## src/rtl/mod_updown_counter_pkg.sv

```systemverilog
// Shared counter definitions: direction encodings and a ceiling-log2 helper
// used to size prescaler registers. Intended for reuse by timer blocks.
// No ports.
package counter_pkg;

  localparam logic DIR_UP = 1'b1;
  localparam logic DIR_DN = 1'b0;

  // Bits needed to hold 0..v-1; never less than 1 so a register always exists.
  function automatic int clog2(input int v);
    int r;
    int x;
    r = 0;
    x = v - 1;
    while (x > 0) begin
      r++;
      x = x >> 1;
    end
    return (r < 1) ? 1 : r;
  endfunction

endpackage

```

## src/rtl/mod_updown_counter_if.sv

```systemverilog
// Control/status bundle for mod_updown_counter.
//  en, up_dn, load, load_val : driven by the master (count control)
//  q, tc, wrap               : driven by the counter (slave)
interface mod_updown_counter_if #(
  parameter int WIDTH = 4
);
  logic             en;
  logic             up_dn;
  logic             load;
  logic [WIDTH-1:0] load_val;
  logic [WIDTH-1:0] q;
  logic             tc;
  logic             wrap;

  modport master (
    output en, up_dn, load, load_val,
    input  q, tc, wrap
  );

  modport slave (
    input  en, up_dn, load, load_val,
    output q, tc, wrap
  );
endinterface

```

## src/rtl/mod_updown_counter_prescaler.sv

```systemverilog
// clk_en_prescaler: divides qualified enable cycles by PRESCALE.
//  clk, reset (async, active-high), en (qualifier), clr (sync clear)
//  tick : high on the en cycle that completes a PRESCALE-long phase
// The phase counter holds while en is low, so an interrupted phase resumes.
module clk_en_prescaler
  import counter_pkg::*;
#(
  parameter int PRESCALE = 2
) (
  input  logic clk,
  input  logic reset,
  input  logic en,
  input  logic clr,
  output logic tick
);
  localparam int PW = clog2(PRESCALE);
  localparam logic [PW-1:0] LAST = PW'(PRESCALE - 1);

  logic [PW-1:0] pcnt;

  assign tick = en && (pcnt == LAST);

  always_ff @(posedge clk or posedge reset) begin
    if (reset) begin
      pcnt <= '0;
    end else if (clr) begin
      pcnt <= '0;
    end else if (en) begin
      pcnt <= tick ? '0 : pcnt + PW'(1);
    end
  end
endmodule

```

## src/rtl/mod_updown_counter.sv

```systemverilog
// mod_updown_counter: synchronous modulo-MODULUS up/down counter with
// parallel load, enable prescaler, terminal-count and wrap flags.
//  clk   : rising-edge clock
//  reset : asynchronous, active-high
//  bus   : mod_updown_counter_if.slave (en, up_dn, load, load_val -> q, tc, wrap)
// Build option COUNTER_SATURATE_EN: hold at the bound instead of wrapping;
// wrap then never asserts.
module mod_updown_counter
  import counter_pkg::*;
#(
  parameter int WIDTH    = 4,
  parameter int MODULUS  = 16,
  parameter int PRESCALE = 1
) (
  input logic                 clk,
  input logic                 reset,
  mod_updown_counter_if.slave bus
);
  localparam logic [WIDTH-1:0] MAX_Q = WIDTH'(MODULUS - 1);

  logic [WIDTH-1:0] q_r;
  logic [WIDTH-1:0] q_nxt;
  logic             wrap_r;
  logic             wrap_nxt;
  logic             tick;
  logic             at_max;
  logic             at_min;

  generate
    if (PRESCALE > 1) begin : g_pre
      clk_en_prescaler #(.PRESCALE(PRESCALE)) u_pre (
        .clk   (clk),
        .reset (reset),
        .en    (bus.en),
        .clr   (bus.load),
        .tick  (tick)
      );
    end else begin : g_nopre
      assign tick = bus.en;
    end
  endgenerate

  assign at_max = (q_r == MAX_Q);
  assign at_min = (q_r == '0);

  always_comb begin
    q_nxt    = q_r;
    wrap_nxt = 1'b0;
    if (bus.load) begin
      // Out-of-range load values clamp to the top of the count range.
      q_nxt = (32'(bus.load_val) >= MODULUS) ? MAX_Q : bus.load_val;
    end else if (tick) begin
      if (bus.up_dn == DIR_UP) begin
        if (at_max) begin
`ifdef COUNTER_SATURATE_EN
          q_nxt = q_r;
`else
          q_nxt    = '0;
          wrap_nxt = 1'b1;
`endif
        end else begin
          q_nxt = q_r + WIDTH'(1);
        end
      end else begin
        if (at_min) begin
`ifdef COUNTER_SATURATE_EN
          q_nxt = q_r;
`else
          q_nxt    = MAX_Q;
          wrap_nxt = 1'b1;
`endif
        end else begin
          q_nxt = q_r - WIDTH'(1);
        end
      end
    end
  end

  always_ff @(posedge clk or posedge reset) begin
    if (reset) begin
      q_r    <= '0;
      wrap_r <= 1'b0;
    end else begin
      q_r    <= q_nxt;
      wrap_r <= wrap_nxt;
    end
  end

  assign bus.q    = q_r;
  assign bus.wrap = wrap_r;
  assign bus.tc   = (bus.up_dn == DIR_UP) ? at_max : at_min;
endmodule

```

## src/flat_wrapper.sv

```systemverilog
// flat-port wrapper written by rule: the top's interface ports become plain ports
module mod_updown_counter_flat import counter_pkg::*;
#(
  parameter int WIDTH    = 4,
  parameter int MODULUS  = 16,
  parameter int PRESCALE = 1
)
  (clk, reset, bus_en, bus_up_dn, bus_load, bus_load_val, bus_q, bus_tc, bus_wrap);
  mod_updown_counter_if #(.WIDTH(WIDTH)) bus_i ();
  input logic clk;
  input logic reset;
  input wire logic [$bits(bus_i.en)-1:0] bus_en;
  input wire logic [$bits(bus_i.up_dn)-1:0] bus_up_dn;
  input wire logic [$bits(bus_i.load)-1:0] bus_load;
  input wire logic [$bits(bus_i.load_val)-1:0] bus_load_val;
  output wire logic [$bits(bus_i.q)-1:0] bus_q;
  output wire logic [$bits(bus_i.tc)-1:0] bus_tc;
  output wire logic [$bits(bus_i.wrap)-1:0] bus_wrap;
  assign bus_i.en = bus_en;
  assign bus_i.up_dn = bus_up_dn;
  assign bus_i.load = bus_load;
  assign bus_i.load_val = bus_load_val;
  assign bus_q = bus_i.q;
  assign bus_tc = bus_i.tc;
  assign bus_wrap = bus_i.wrap;
  mod_updown_counter #(.WIDTH(WIDTH), .MODULUS(MODULUS), .PRESCALE(PRESCALE)) u_core (.clk(clk), .reset(reset), .bus(bus_i));
endmodule
```

## config.mk

```make
export PLATFORM = sky130hd
export DESIGN_NAME = mod_updown_counter_flat
export DESIGN_NICKNAME = d
export VERILOG_FILES = /design/src/rtl/mod_updown_counter_pkg.sv /design/src/rtl/mod_updown_counter_if.sv /design/src/rtl/mod_updown_counter_prescaler.sv /design/src/rtl/mod_updown_counter.sv /design/src/flat_wrapper.sv
export SDC_FILE = /design/constraint.sdc
export NUM_CORES = 1
export LEC_CHECK = 0
export BUFFER_PORTS_ARGS = -buffer_cell sky130_fd_sc_hd__buf_2
export CAP_MARGIN = 20
export CORE_AREA = 4 4 41 43
export DETAILED_ROUTE_END_ITERATION = 6
export DIE_AREA = 0 0 45 47
export SYNTH_ARGS = -nofsm -noshare
export SYNTH_HDL_FRONTEND = slang
export SYNTH_HIERARCHICAL = 1
export SYNTH_SLANG_ARGS = --single-unit
```

## constraint.sdc

```tcl
create_clock -name clk -period 2.1 [get_ports clk]
set_input_delay 0.21 -clock clk [delete_from_list [all_inputs] [get_ports clk]]
set_output_delay 0.21 -clock clk [all_outputs]
set_load 0.1 [all_outputs]
```

==> results.ini, run 1 <==
[grt]
antenna_found_initial = 0
grt_max_degree = 11
grt_pass1_vias = 335
grt_overflow_total = 0
grt_pass1_wl_um = 1435
track_usage_pct = 9.437

[sta]
setup_tns_ps = 0
fin_worst_skew_ps = 5.006
finalSetupViolations = 0
rsz0062_at_grt = no
hold_violations = 0
maxSlewHeadroom_pct = 67.87
fmax_mhz = 511.0
worst_pin_slew_ps = 485.3
period_share_pct = 93.19
final-max-slew-violation-count = 0
period_needed_ps = 1957
whs_ps = 173.3

[floorplan]
io_pins = 15
die_area_um2 = 2115
rows = 13
fp.dieH_um = 47
initial_core_util_pct = 30.67
core_um2 = 1301
die_x_um = 45

[setup_path]
cp.arrival_ps = 1750
rr_worst_depth = 6
cp_max_fo = 10
cp_top_family = flip-flops
cpPeakStageDelay_ps = 530
crit_path_end_kind = primary output
r2r-end = u_core/bus.q[0]
startpoint = u_core/bus.q[0]
r2r-start = u_core/bus.q[0]
crit_path_start_kind = flop
rrSetupSlack_ps = 500
crit_required_ps = 1890
path_buf_inv = 2
path_class = flop to primary output
crit_chain = inv_4, ha_4, or3b_4, o21ai_4, buf_12
slowest_stage = dfrtp_4

[logic_synthesis]
synthArstFlopShare_pct = 100.0
ys_types = 27
yosys_warnings = 6
syn-cell-area_um2 = 399.1
synth-main-ff-cell = dfrtp_1
synth.avg_cell_area_um2 = 8.870
synthCells = 45
synth_edf_count = 0
synth_fp_nets = 56
ys_seq_elements = 5
synth-seq-area-share_pct = 31.35

[clock_network]
cts_htree_levels = 1
numCtsBuffers = 3
cts_root_buffer = clkbuf_4
cts.sink_count = 5
cts_tree = yes
worstSkewPairLatency_ps = 240
path_clk_slew_ps = 50
cts_buffer_depth = 2

[route]
drt_iter0_drc = 11
routedWlPerCell_um = 11.56
drcViolationCount = 0
postRouteWirelength_um = 867
first_pass_iters = 4
ant_nets = 0
vias_per_cell = 4.960
vias = 372

[finish]
syn2layout_area_growth_pct = 36.99
design_area_um2 = 546.8
finalNetCount = 72
n_antenna_cell = 0
fillers = 143
final_util_pct = 42.02
ff_latch_area_um2 = 131.4
multi_input_area_um2 = 257.7
drive_above_1_share_pct = 48.33

[worst_hold_path]
worstHoldPathType = primary input to flop
worstHoldPathCells = 3
hold_start = bus_load_val[0]
hold_end = u_core/bus.q[0]

[power]
p_switching_mw = 0.1949
p_seq_share_pct = 31.0
cell_internal_pwr_mw = 0.2414
powerDensity_nw_per_um2 = 797.9
p_clk_share_pct = 25.5
vdd_drop_max_uv = 385.9
netSwitchingFraction_pct = 44.67
power.leakage_nw = 0.2476
combPwrFrac_pct = 43.6

[place]
place_area_um2 = 510.5
hpwl_um = 645.6
place_congestion = 0.6780
port_buffers = 14

[status]
outcome = finished clean

[job]
maxCapViolCount = 0

==> cell usage in the layout (no fill, tap or decap), types with 2 or more instances in the layout <==
cell,count
buf_2,13
a21oi_1,4
clkbuf_4,3
o21ai_0,3
inv_1,3
nand2_1,3
o31ai_1,2
nor2_1,2
dfrtp_2,2
dfrtp_1,2
==> through the flow <==
step,std cells,setup slack [ps],total power [mW]
after floorplan,45,-176.5,0.2981
after global placement,70,422.1,0.3260
after detailed placement,70,398.5,0.3252
after CTS,75,132.4,0.4424
after global routing,75,80.03,0.4680
final,75,143.0,0.4363
==> area by class of cell <==
class,count,area share (%)
Sequential cell,5,24.03
Timing Repair Buffer,15,17.39
Tap cell,15,3.432
Multi-Input combinational cell,32,47.14
Inverter,4,3.204
Clock buffer,4,4.805
==> worst min-delay path, cell delays in order <==
cell	delay (ps)
buf_2	70
nand2_1	50
o21ai_2	40
==> worst max-delay path by stage <==
stage	end	slack, ps	cells after the start
6_report	bus_tc	140	5
5_1_grt	bus_tc	80	5
4_1_cts	bus_tc	130	5
3_5_place_dp	bus_tc	400	5
3_3_place_gp	bus_tc	420	5
2_1_floorplan	u_core/bus.wrap	-180	6
==> registers in the layout, summed over array words and instances (netlist names) <==
register and flops:
u_core/bus.wrap 1, u_core/bus.q 4
==> cell usage after synthesis, types with 2 or more instances <==
cell	count	area [µm²]
o31ai_1	2	15.01
dfrtp_1	5	125.1
a21oi_1	4	20.02
ha_1	2	25.02
inv_1	4	15.01
o21ai_0	3	15.01
buf_2	2	10.01
nand2_1	3	11.26
nor2_1	2	7.510
==> power by group through the flow <==
stage / logic, mW / registers, mW / clock network, mW
after detailed placement: 0.189 / 0.136 / 0
final: 0.190 / 0.135 / 0.111
after CTS: 0.191 / 0.135 / 0.116
after floorplan: 0.101 / 0.197 / 0
after global routing: 0.205 / 0.139 / 0.124
after global placement: 0.189 / 0.137 / 0
==> layer usage <==
| metal | share of wire, % | vias up | track usage (%) |
|---|---|---|---|
| met5 | 0 | - | 0 |
| met4 | 0 | 0 | 3.509 |
| met3 | 6.8 | 0 | 4.598 |
| met2 | 49 | 12 | 13.84 |
| met1 | 44 | 173 | 11.95 |
| li1 | - | 187 | - |
==> logic make-up after synthesis <==
logic type	count (synthesis)	synth area share, %
xor+xnor	2	4.390
compound gates	17	30.41
buf+inv	8	10.03
mux	1	2.508
simple gates	10	15.05
fa+ha+maj	2	6.269
flops	5	31.35
==> what timing repair did <==
action / 4_1_cts / 5_1_grt
setup endpoints to repair: 0 / 0
gates resized for setup: 0 / 0
buffers inserted: 0 / 0
hold buffers: 1 / 0
hold endpoints to repair: 5 / 0
Note: power is estimated with default switching activity, not from simulation.
==> inputs of run 2 (changes only) <==
CTS_BUF_LIST = sky130_fd_sc_hd__clkbuf_8 sky130_fd_sc_hd__clkbuf_16   (was not set)
==> results.ini, run 2 (same netlist as run 1, synthesis figures left out) <==
[setup_path]
r2r-end = u_core/bus.q[0]
rr_worst_depth = 6
crit_required_ps = 1890
cp.arrival_ps = 1730
crit_path_end_kind = primary output
crit_path_end = bus_tc
cpPeakStageDelay_ps = 530
cp.depth = 5
r2r-start = u_core/bus.q[0]
cp_max_fo = 10
path_class = flop to primary output
slowest_stage = dfrtp_4
cp_top_family = flip-flops
crit_path_start_kind = flop
startpoint = u_core/bus.q[0]
crit_chain = inv_4, ha_4, or3b_4, o21ai_4, buf_12
rrSetupSlack_ps = 490
path_buf_inv = 2

[sta]
worst_pin_slew_ps = 485.3
period_share_pct = 92.16
rsz0062_at_grt = no
maxSlewHeadroom_pct = 67.87
finalSetupViolations = 0
fin_worst_skew_ps = 3.676
setup_ws_ps = 164.6
fmax_mhz = 516.7
hold_violations = 0
final-max-slew-violation-count = 0
period_needed_ps = 1935

[place]
pre_cts_ws_ps = 398.5
place_congestion = 0.6780
hpwl_um = 645.6
port_buffers = 14

[route]
vias = 370
postRouteWirelength_um = 884
first_pass_iters = 4
routedWlPerCell_um = 11.79
vias_per_cell = 4.933
drt_iter0_drc = 14
ant_nets = 0
drcViolationCount = 0

[power]
power.leakage_nw = 0.2595
vdd_drop_max_uv = 566.8
total_power_mw = 0.4997
powerDensity_nw_per_um2 = 883.5

[worst_hold_path]
worstHoldPathType = primary input to flop
hold_start = bus_load_val[2]

[job]
maxCapViolCount = 0

[clock_network]
numCtsBuffers = 3
cts_setup_buffers = 0
cts_tree = yes
cts.sink_count = 5
worstSkewPairLatency_ps = 220
cts_buffer_depth = 2
cts_htree_levels = 1
cts_root_buffer = clkbuf_8
path_clk_slew_ps = 40

[grt]
grt_pass1_wl_um = 1442
grt_max_degree = 11
antenna_found_initial = 0
grt_overflow_total = 0
grt_pass1_vias = 334
track_usage_pct = 9.516

[finish]
finalNetCount = 72
drive_above_1_share_pct = 48.33
fillers = 139
n_antenna_cell = 0
final_util_pct = 43.46
final_cell_mix = 13 x buf_2, 4 x inv_1, 4 x a21oi_1
syn2layout_area_growth_pct = 41.69
largest_register_ffs = 4
final_common_cell = buf_2

[floorplan]
fp.dieH_um = 47
core_um2 = 1301
die_area_um2 = 2115
die_x_um = 45
rows = 13
initial_core_util_pct = 30.67
io_pins = 15

[status]
outcome = finished clean

[run 2: worst min-delay path, stage by stage]
cell and delay, ps:
buf_2 70, nand2_1 40, o21ai_0 60
[run 2: layout make-up]
type	count	area [µm²]	share of cell area, %
Tap cell	15	18.77	3.319
Multi-Input combinational cell	32	257.7	45.58
Clock buffer	3	41.29	7.301
Sequential cell	5	131.4	23.23
Timing Repair Buffer	15	95.09	16.81
Inverter	4	17.52	3.097
Clock inverter	1	3.754	0.6637
[run 2: report_power, final]
group	internal [mW]	total, mW	switching, mW
combinational	0.0605	0.190	0.130
sequential	0.109	0.136	0.0266
clock	0.125	0.173	0.0481
total	0.295	0.500	0.204
[run 2: metrics by stage]
step           hold slack [ps]  setup TNS, ps  std cells  instance area, µm²
5_1_grt                  208.4              0         75               565.5
3_5_place_dp             114.7              0         70               510.5
2_1_floorplan           -11.60         -217.6         45               437.9
4_1_cts                  191.0              0         75               565.5
3_3_place_gp             112.1              0         70               510.5
6_report                 194.3              0         75               565.5
[run 2: how the worst min path moves through the flow]
| stage | cells past startpoint | slack, ps | endpoint |
|---|---|---|---|
| 3_5_place_dp | 2 | 110 | u_core/bus.q[3] |
| 5_1_grt | 3 | 210 | u_core/bus.q[2] |
| 3_3_place_gp | 2 | 110 | u_core/bus.q[3] |
| 2_1_floorplan | 1 | -10 | u_core/bus.q[3] |
| 4_1_cts | 3 | 190 | u_core/bus.q[2] |
| 6_report | 3 | 190 | u_core/bus.q[2] |
[run 2: repair_timing]
action,4_1_cts,5_1_grt
endpoints found under the setup margin,0,0
hold buffers,1,0
gates resized for setup,0,0
endpoints found under the hold margin,5,0
[run 2: metal layers]
metal	GRT usage [%]	routed length, µm	share of wire, %	vias to the layer above
met5	0	0	0	-
met4	3.509	0	0	0
met3	4.598	49	5.5	0
met2	13.84	420	48	10
met1	12.18	414	47	173
li1	-	-	-	187
